===== config.mk =====
export PLATFORM = sky130hd
export DESIGN_NAME = alu_seq
export DESIGN_NICKNAME = d
export VERILOG_FILES = /design/src/rtl/alu_seq_pkg.sv /design/src/rtl/alu_seq_iter.sv /design/src/rtl/alu_seq.sv
export SDC_FILE = /design/constraint.sdc
export NUM_CORES = 1
export LEC_CHECK = 0
export ABC_AREA = 1
export ABC_CLOCK_PERIOD_IN_PS = 5100
export BUFFER_PORTS_ARGS = -buffer_cell sky130_fd_sc_hd__buf_2
export CAP_MARGIN = 40
export CORE_UTILIZATION = 46
export DETAILED_ROUTE_END_ITERATION = 8
export GPL_ROUTABILITY_DRIVEN = 0
export GPL_TIMING_DRIVEN = 1
export HOLD_SLACK_MARGIN = 0.02
export SLEW_MARGIN = 15
export SYNTH_ARGS = -nofsm -noshare
export SYNTH_HDL_FRONTEND = slang
export SYNTH_SLANG_ARGS = --single-unit

===== constraint.sdc =====
create_clock -name clk -period 5.1 [get_ports clk]
set_clock_uncertainty 0.1 [all_clocks]
set_input_delay 0.51 -clock clk [delete_from_list [all_inputs] [get_ports clk]]
set_output_delay 0.51 -clock clk [all_outputs]
set_load 0.01 [all_outputs]

===== src/rtl/alu_seq_pkg.sv =====
// Shared definitions for alu_seq: op encodings, FSM states, default width.
// ALU_SEQ_DIV_EN selects whether DIVU/REMU are iterative ops or undefined.
package alu_seq_pkg;

    localparam int DEFAULT_WIDTH = 32;

    localparam logic [3:0] OP_ADD  = 4'b0000;
    localparam logic [3:0] OP_SUB  = 4'b0001;
    localparam logic [3:0] OP_AND  = 4'b0010;
    localparam logic [3:0] OP_OR   = 4'b0011;
    localparam logic [3:0] OP_XOR  = 4'b0100;
    localparam logic [3:0] OP_SLT  = 4'b0101;
    localparam logic [3:0] OP_SLTU = 4'b0110;
    localparam logic [3:0] OP_SLL  = 4'b0111;
    localparam logic [3:0] OP_SRL  = 4'b1000;
    localparam logic [3:0] OP_SRA  = 4'b1001;
    localparam logic [3:0] OP_MUL  = 4'b1010;
    localparam logic [3:0] OP_DIVU = 4'b1100;
    localparam logic [3:0] OP_REMU = 4'b1101;

    typedef enum logic [1:0] {
        ST_IDLE = 2'd0,
        ST_BUSY = 2'd1,
        ST_DONE = 2'd2
    } state_t;

    function automatic logic is_iter_op(input logic [3:0] op);
`ifdef ALU_SEQ_DIV_EN
        return (op == OP_MUL) || (op == OP_DIVU) || (op == OP_REMU);
`else
        return (op == OP_MUL);
`endif
    endfunction

endpackage


===== src/rtl/alu_seq_iter.sv =====
// Shared iterative datapath: shift-add multiplier and (with ALU_SEQ_DIV_EN)
// restoring divider, one bit per cycle over a 2*WIDTH accumulator.
module alu_seq_iter
    import alu_seq_pkg::*;
#(
    parameter int WIDTH   = DEFAULT_WIDTH,
    parameter int SHAMT_W = $clog2(WIDTH)
) (
    input  logic             clk,
    input  logic             rst,
    input  logic             start,
`ifdef ALU_SEQ_DIV_EN
    input  logic             is_div,
    input  logic             want_rem,
`endif
    input  logic [WIDTH-1:0] a,
    input  logic [WIDTH-1:0] b,
    output logic             done,
    output logic [WIDTH-1:0] result
);

    localparam logic [SHAMT_W:0] LAST = (SHAMT_W+1)'(WIDTH - 1);

    logic [2*WIDTH-1:0] acc_reg, acc_next;
    logic [WIDTH-1:0]   opnd_reg, load_lo, load_opnd;
    logic [SHAMT_W:0]   cnt_reg;
    logic               run_reg;
    logic [WIDTH:0]     mul_sum;
`ifdef ALU_SEQ_DIV_EN
    logic               div_reg, rem_reg;
    logic [WIDTH:0]     part;
    logic [WIDTH-1:0]   diff;
`endif

    // done marks the cycle whose edge performs the final iteration
    assign done = run_reg && (cnt_reg == LAST);

    always_comb begin
        load_lo   = b;
        load_opnd = a;
`ifdef ALU_SEQ_DIV_EN
        if (is_div) begin
            load_lo   = a;
            load_opnd = b;
        end
`endif
    end

    always_comb begin
        mul_sum  = {1'b0, acc_reg[2*WIDTH-1:WIDTH]} + (acc_reg[0] ? {1'b0, opnd_reg} : '0);
        acc_next = {mul_sum, acc_reg[WIDTH-1:1]};
        result   = acc_next[WIDTH-1:0];
`ifdef ALU_SEQ_DIV_EN
        // partial remainder keeps the bit shifted out of the top so it never overflows
        part = acc_reg[2*WIDTH-1:WIDTH-1];
        diff = part[WIDTH-1:0] - opnd_reg;
        if (div_reg) begin
            if (part >= {1'b0, opnd_reg}) begin
                acc_next = {diff, acc_reg[WIDTH-2:0], 1'b1};
            end else begin
                acc_next = {part[WIDTH-1:0], acc_reg[WIDTH-2:0], 1'b0};
            end
            result = rem_reg ? acc_next[2*WIDTH-1:WIDTH] : acc_next[WIDTH-1:0];
        end
`endif
    end

    always_ff @(posedge clk or negedge rst) begin
        if (!rst) begin
            acc_reg  <= '0;
            opnd_reg <= '0;
            cnt_reg  <= '0;
            run_reg  <= 1'b0;
`ifdef ALU_SEQ_DIV_EN
            div_reg  <= 1'b0;
            rem_reg  <= 1'b0;
`endif
        end else if (start) begin
            acc_reg  <= {{WIDTH{1'b0}}, load_lo};
            opnd_reg <= load_opnd;
            cnt_reg  <= '0;
            run_reg  <= 1'b1;
`ifdef ALU_SEQ_DIV_EN
            div_reg  <= is_div;
            rem_reg  <= want_rem;
`endif
        end else if (run_reg) begin
            acc_reg <= acc_next;
            cnt_reg <= cnt_reg + (SHAMT_W+1)'(1);
            if (done) begin
                run_reg <= 1'b0;
            end
        end
    end

endmodule


===== src/rtl/alu_seq.sv =====
// Handshaked sequential ALU: FSM, single-cycle datapath, NZCV flags, output registers.
// Define ALU_SEQ_DIV_EN to build DIVU/REMU; otherwise they behave as undefined ops.
module alu_seq
    import alu_seq_pkg::*;
#(
    parameter int WIDTH   = DEFAULT_WIDTH,
    parameter int SHAMT_W = $clog2(WIDTH)
) (
    input  logic             clk,
    input  logic             rst,
    input  logic             in_valid,
    output logic             in_ready,
    input  logic [WIDTH-1:0] A,
    input  logic [WIDTH-1:0] B,
    input  logic [3:0]       ALUControl,
    output logic             out_valid,
    input  logic             out_ready,
    output logic [WIDTH-1:0] Result,
    output logic             N,
    output logic             Z,
    output logic             C,
    output logic             V
);

    state_t             state_reg, state_next;
    logic               accept, iter_op, start, iter_done, load;
    logic [WIDTH-1:0]   iter_result, b_eff, sum, alu_res, res_next;
    logic               is_sub, carry, ovf, c_next, v_next;
    logic [SHAMT_W-1:0] shamt;
    logic [WIDTH-1:0]   result_reg;
    logic               n_reg, z_reg, c_reg, v_reg;

    assign in_ready  = (state_reg == ST_IDLE);
    assign out_valid = (state_reg == ST_DONE);
    assign accept    = in_valid & in_ready;
    assign iter_op   = is_iter_op(ALUControl);
    assign start     = accept & iter_op;

    alu_seq_iter #(.WIDTH(WIDTH), .SHAMT_W(SHAMT_W)) u_iter (
        .clk      (clk),
        .rst      (rst),
        .start    (start),
`ifdef ALU_SEQ_DIV_EN
        .is_div   ((ALUControl == OP_DIVU) || (ALUControl == OP_REMU)),
        .want_rem (ALUControl == OP_REMU),
`endif
        .a        (A),
        .b        (B),
        .done     (iter_done),
        .result   (iter_result)
    );

    // SUB, SLT and SLTU all share the subtractor
    always_comb begin
        is_sub       = (ALUControl != OP_ADD);
        b_eff        = is_sub ? ~B : B;
        {carry, sum} = {1'b0, A} + {1'b0, b_eff} + {{WIDTH{1'b0}}, is_sub};
        ovf          = ~(A[WIDTH-1] ^ B[WIDTH-1] ^ is_sub) & (A[WIDTH-1] ^ sum[WIDTH-1]);
        shamt        = B[SHAMT_W-1:0];
        case (ALUControl)
            OP_ADD, OP_SUB: alu_res = sum;
            OP_AND:  alu_res = A & B;
            OP_OR:   alu_res = A | B;
            OP_XOR:  alu_res = A ^ B;
            OP_SLT:  alu_res = {{(WIDTH-1){1'b0}}, sum[WIDTH-1] ^ ovf};
            OP_SLTU: alu_res = {{(WIDTH-1){1'b0}}, ~carry};
            OP_SLL:  alu_res = A << shamt;
            OP_SRL:  alu_res = A >> shamt;
            OP_SRA:  alu_res = $signed(A) >>> shamt;
            default: alu_res = '0;
        endcase
    end

    always_comb begin
        load     = 1'b0;
        res_next = alu_res;
        c_next   = 1'b0;
        v_next   = 1'b0;
        if (state_reg == ST_BUSY) begin
            load     = iter_done;
            res_next = iter_result;
        end else if (accept && !iter_op) begin
            load = 1'b1;
            if ((ALUControl == OP_ADD) || (ALUControl == OP_SUB)) begin
                c_next = carry;
                v_next = ovf;
            end
        end
    end

    always_comb begin
        state_next = state_reg;
        case (state_reg)
            ST_IDLE: if (in_valid) state_next = iter_op ? ST_BUSY : ST_DONE;
            ST_BUSY: if (iter_done) state_next = ST_DONE;
            ST_DONE: if (out_ready) state_next = ST_IDLE;
            default: state_next = ST_IDLE;
        endcase
    end

    always_ff @(posedge clk or negedge rst) begin
        if (!rst) begin
            state_reg  <= ST_IDLE;
            result_reg <= '0;
            n_reg      <= 1'b0;
            z_reg      <= 1'b0;
            c_reg      <= 1'b0;
            v_reg      <= 1'b0;
        end else begin
            state_reg <= state_next;
            if (load) begin
                result_reg <= res_next;
                n_reg      <= res_next[WIDTH-1];
                z_reg      <= (res_next == '0);
                c_reg      <= c_next;
                v_reg      <= v_next;
            end
        end
    end

    assign Result = result_reg;
    assign N      = n_reg;
    assign Z      = z_reg;
    assign C      = c_reg;
    assign V      = v_reg;

endmodule

# == Yosys cells after proc, flatten, opt, wreduce, memory -nomap -nowiden ==
# Cells that the tools add are included.
# Widths: inputs -> output; s select.
# op_classes
reduce_logical,11
shift,3
n_bitwise,13
add_sub_neg,4
n_eq_ne,16
muxes,24
# op_table
cell,count
$pmux 32 s9,1
$mux 64,2
$mux 32,3
$add 32x32->33,1
$add 32x33->33,1
$add 33x1->33,1
$and 32x32->32,1
$logic_not 32->1,1
$not 32->32,1
$or 32x32->32,1
$shl 32x5->32,1
$shr 32x5->32,1
$sshr 32x5->32,1
$xor 32x32->32,1
$eq 4x3->1 const B,4
$eq 4x4->1 const B,3
$mux 6,2
$mux 1,11
$eq 4x2->1 const B,2
$mux 2,4
$add 6x1->6 const B,1
$eq 6x5->1 const B,1
$pmux 2 s3,1
$eq 4x1->1 const B,1
16 further kinds,24
# word_totals
regBits,141
elab_cells,81
input_bits,72
output_inout_bits,38

# == Logic depth before layout (Yosys ltp) ==
# logic_depth
ltp_word,10
ltp_mapped,27
mapped_depth_nobuf,26

# == Modules after synthesis ==
# A second synthesis with hierarchy kept.
# unflattened
cells_unflattened,2827
area_unflattened_um2,16881.2
# by_module_without_submodules
module,cells_per_inst,area_each_um2,instances,seq_area_each_um2
alu_seq,1792,9939.5,1,925.9
alu_seq_iter,1035,6941.7,1,2577.5

# == Worst setup path after synthesis ==
# Ideal clock, no wire load.
# synth_timing
path_type,input-to-reg
startpoint,input ALUControl[1]
endpoint,"register z_reg, in the netlist Z"
t_required_ps,4934
arrival_time_ps,3403
setup_time_ps,66
setup_slack_ps,1531
cell_stages,20
path_buffers,2
path_cell_list,buf_2 -> nor2_4 -> clkinv_2 -> nor2_4 -> buf_1 -> xor2_1 -> fa_1 -> nand3_1 -> nand2_1 -> or2_2 -> nand3_1 -> nand2_1 -> nand3b_1 -> o21ai_1 -> nand2_1 -> nor2_1 -> nand2_1 -> nor3_2 -> nand3_1 -> nand2_1
# synth_between
elab_chain_cells,10
elab_cells_between_ends,29
classes_between,2 x add/sub; 10 x eq/ne; 5 x mux; 6 x bitwise; 6 x reduce/logical
# synth_rtl
element,line,source
from (decl),alu_seq.sv:15,"input logic [3:0] ALUControl,"
$reduce_bool 4->1,alu_seq.sv:55,is_sub = (ALUControl != OP_ADD);
$mux 32,alu_seq.sv:56,b_eff = is_sub ? ~B : B;
$add 32x32->33,alu_seq.sv:57,"{carry, sum} = {1'b0, A} + {1'b0, b_eff} + {{WIDTH{1'b0}}, is_sub};"
$add 33x1->33,alu_seq.sv:57,
$xor 1x1->1,alu_seq.sv:58,ovf = ~(A[WIDTH-1] ^ B[WIDTH-1] ^ is_sub) & (A[WIDTH-1] ^ sum[WIDTH-1]);
$and 1x1->1,alu_seq.sv:58,
$xor 1x1->1,alu_seq.sv:65,"OP_SLT: alu_res = {{(WIDTH-1){1'b0}}, sum[WIDTH-1] ^ ovf};"
$pmux 32 s9,alu_seq.sv:60,case (ALUControl)
$mux 32,alu_seq.sv:79,if (state_reg == ST_BUSY) begin
$logic_not 32->1,alu_seq.sv:114,z_reg <= (res_next == '0);
to (signal assigned),alu_seq.sv:114,
to (decl),alu_seq.sv:31,"logic n_reg, z_reg, c_reg, v_reg;"
# Several ways; a longest one is shown, not always the timed one.
# A chain may end at the register's enable or synchronous reset.

# == Final worst setup path ==
# Ends and elaborated chain as after synthesis.

==> reports/metrics.csv <==
stage,metric,value,unit
run_status,outcome,"complete, no violations",
logic_synthesis,Synth area leaders,"dfrtp_1, nand2_1, nand3_1",
worst_setup_path,slowest CP cell,ha_1,
layout,share of layout cells above drive strength 1,8.961,%
layout,Layout area overhead,10.18,%
logic_synthesis,"EDFF count, synth",0,
sta,min Tclk post-route,3.855,ns
floorplanning,die extent in x,186.4,um
clock_tree,post_cts resized,0,
clock_tree,clock root buffer,clkbuf_16,
layout,max reg flops,64,
logic_synthesis,synthesized instance count,2530,
routing,Antenna Nets Post-Route,0,
pwr,power density over the cells,317.5,nW/um^2
worst_setup_path,Required @ worst endpoint,5.39,ns
layout,Filler Cells Inserted,3543,
logic_synthesis,Yosys Warn Count,0,
worst_setup_path,CP cell instances,buf_2 > nor2_4 > clkinv_2 > nor2_4 > buf_12 > xor2_1 > ha_1 > nand2_1 > nor2_1 > inv_1 > nor3_1 > nand3_1 > nand2_1 > nand2_1 > nand3_1 > nand2_1 > a21oi_1 > nand2_1 > nor2_1 > nand2_1 > nor2_1 > nand3_1 > nand2_1,
sta,pins over their slew limit,0,
clock_tree,H-tree depth,4,
worst_setup_path,CP startpoint kind,input port,
grt,met2 Track Usage GR,59.47,%
grt,first-pass GRT wire length,101500,um
worst_setup_path,WS Path Type,in2reg,
routing,drt total wl,66300,um
sta,worst slew pin tran,0.8056,ns
layout,area occupied by multi-input gates,10670,um^2
sta,Tcrit/Tclk final,75.58,%
layout,antenna fix cells,0,
clock_tree,hold buffers post-CTS,1,
hold_path,Worst Hold Class,in2reg,
sta,setup TNS,0,ns
sta,RSZ-0062 raised after global routing,no,
logic_synthesis,area share of the largest cell type after synthesis,22.41,%
place,HPWL after DPL,52000,um
clock_tree,clock buffer count from CTS,17,
clock_tree,worst skew pair latency,0.45,ns
clock_tree,clock tree buffer depth,2,
routing,mean number of vias per cell,6.050,
logic_synthesis,"flops & latches, synth",140,
floorplanning,CORE AREA,33450,um^2
hold_path,Hold Path Origin,out_ready,
logic_synthesis,Synth cell types,56,
sta,"Hold Vio Cnt, Final",0,
sta,Rel. slew slack,46.29,%
worst_setup_path,CP max FO,33,
pwr,Pleak,9.024,nW
worst_setup_path,highest cell delay on the worst timing path,0.40,ns
clock_tree,clock-pin transition on the worst setup and hold timing paths,0.07,ns
routing,drt pass-1 iters,8,
grt,GRT Overall Usage,37.79,%
floorplanning,initial core utilization,46.75,%
grt,grt ovf,0,
grt,initial antenna violation count,1,
layout,design area,17230,um^2
layout,"commonest non-fill, non-tap cell in the layout",nand2_1,
layout,nets,2779,
worst_setup_path,Critical Path Source,ALUControl[1],
worst_setup_path,Worst R2R Start,u_iter.acc_reg[0],
logic_synthesis,top_reg_cell synth,dfrtp_1,
place,dpl ws,0.9134,ns
sta,final setup violation count,0,
routing,routed length per instance,21.83,um
grt,largest net degree at the start of global routing,81,
sta,final worst slack,1.245,ns
place,placed cell area,16590,um^2
logic_synthesis,largest area contributor in the netlist,dfrtp_1,
layout,FF+latch area,3503,um^2
floorplanning,Die H,186.4,um
layout,core occupancy in the finished layout,51.51,%
grt,grt met3 use,6.432,%
pwr,total power,5.470,mW
sta,Max Clk Rate,259.4,MHz
routing,Residual DRC,0,
layout,most frequent cells in the layout,"nand2_1, nand3_1, inv_1, nor2_1, o21ai_0",
worst_setup_path,crit path DAT,4.14,ns
worst_setup_path,"Top cell by count, worst path",nand2_1,
routing,vias,18370,
logic_synthesis,syn_nets,2733,
floorplanning,Boundary Pins,110,
floorplanning,row cnt,67,
clock_tree,CTS tree,done,
logic_synthesis,sequential area share after synthesis,22.41,%
floorplanning,DIE AREA,34730,um^2
grt,grt met1 use,48.97,%
clock_tree,clk sink count,140,
worst_setup_path,Setup crit end kind,flop,
grt,vias in the first global route,17280,
logic_synthesis,syn_area_per_cell,6.180,um^2
job,Maximum Capacitance Violations,0,
place,I/O Buffers,109,
worst_setup_path,Worst path top cell family by delay,simple AND/OR/NAND/NOR gates,
grt,GRT Max-Usage Layer,met2,
routing,drt initial violations,2048,
pwr,VDD IR-drop max,0.2335,mV
logic_synthesis,Synth async-reset ratio,100.0,%
worst_setup_path,Buf/Inv on CP,4,
clock_tree,post-CTS setup buffer count,0,
logic_synthesis,area of the mapped netlist,15640,um^2
## cell usage after synthesis (2+ instances only)
cell type,number
buf_4,9
nor2_1,179
o21ai_1,21
o221ai_1,11
clkbuf_1,51
nor2_4,2
nand3_1,379
buf_6,5
nand4_1,26
and3_1,2
or2_2,3
and2_1,12
xor2_1,39
a221oi_1,5
fa_1,2
a221oi_2,2
inv_1,240
a31oi_1,15
o21a_1,4
a22oi_1,19
o211ai_1,34
buf_1,17
ha_1,129
a22o_1,3
nand3b_1,11
nor3_1,14
o31ai_1,7
nand2_2,21
nor4_1,5
a21o_1,5
o2111ai_1,3
nor2_2,6
buf_2,33
o21ai_2,2
a21oi_1,144
a211oi_1,4
dfrtp_1,140
or2_1,2
inv_2,9
nand2_1,725
o21ai_0,174
o21bai_1,2
## path summary, 6_finish.rpt
check | end | slack, ns | cells after the start
worst max-delay path | Z | 1.25 | 23
worst min-delay path | state_reg[1] | 0.13 | 2
worst max register to register | u_iter.acc_reg[61] | 1.68 | 17
worst min register to register | u_iter.opnd_reg[16] | 0.39 | 2
max in group asynchronous | C | 3.24 | 4
min in group asynchronous | u_iter.acc_reg[36] | 0.45 | 2
## kinds of logic (layout without fill, tap and decap cells)
group / after synthesis / in the layout / synth area share (%)
simple gates: 1392 / 1392 / 38.32
flops: 140 / 140 / 22.41
compound gates: 461 / 461 / 16.92
buf+inv: 366 / 425 / 9.530
xor+xnor: 40 / 40 / 2.241
fa+ha+maj: 131 / 131 / 10.58
## final cells by class
| cell class | count | share of cell area (%) |
|---|---|---|
| multi-input cells | 2024 | 61.92 |
| flip-flops and latches | 140 | 20.34 |
| inverters | 251 | 5.491 |
| repair buffers | 142 | 5.382 |
| well taps | 448 | 3.254 |
| clock buffers | 17 | 2.469 |
| clock inverters | 15 | 1.148 |
## metrics by stage
step | std cells | hold WS [ns]
2_1_floorplan | 2530 | 0.1144
3_3_place_gp | 2999 | 0.3663
3_5_place_dp | 3004 | 0.3461
4_1_cts | 3037 | 0.1101
5_1_grt | 3037 | 0.1410
6_report | 3037 | 0.1323
## where the power goes
group	switching [mW]	internal (mW)
combinational	1.62	0.772
clock	0.563	0.787
sequential	0.248	1.48
## metal layers
layer / wire [um] / up-vias
li1: - / 8567
met1: 27250 / 8645
met2: 29460 / 942
met3: 5567 / 218
met4: 4017 / 2
met5: 13 / -
No activity file was read; power rests on OpenSTA's default activity.
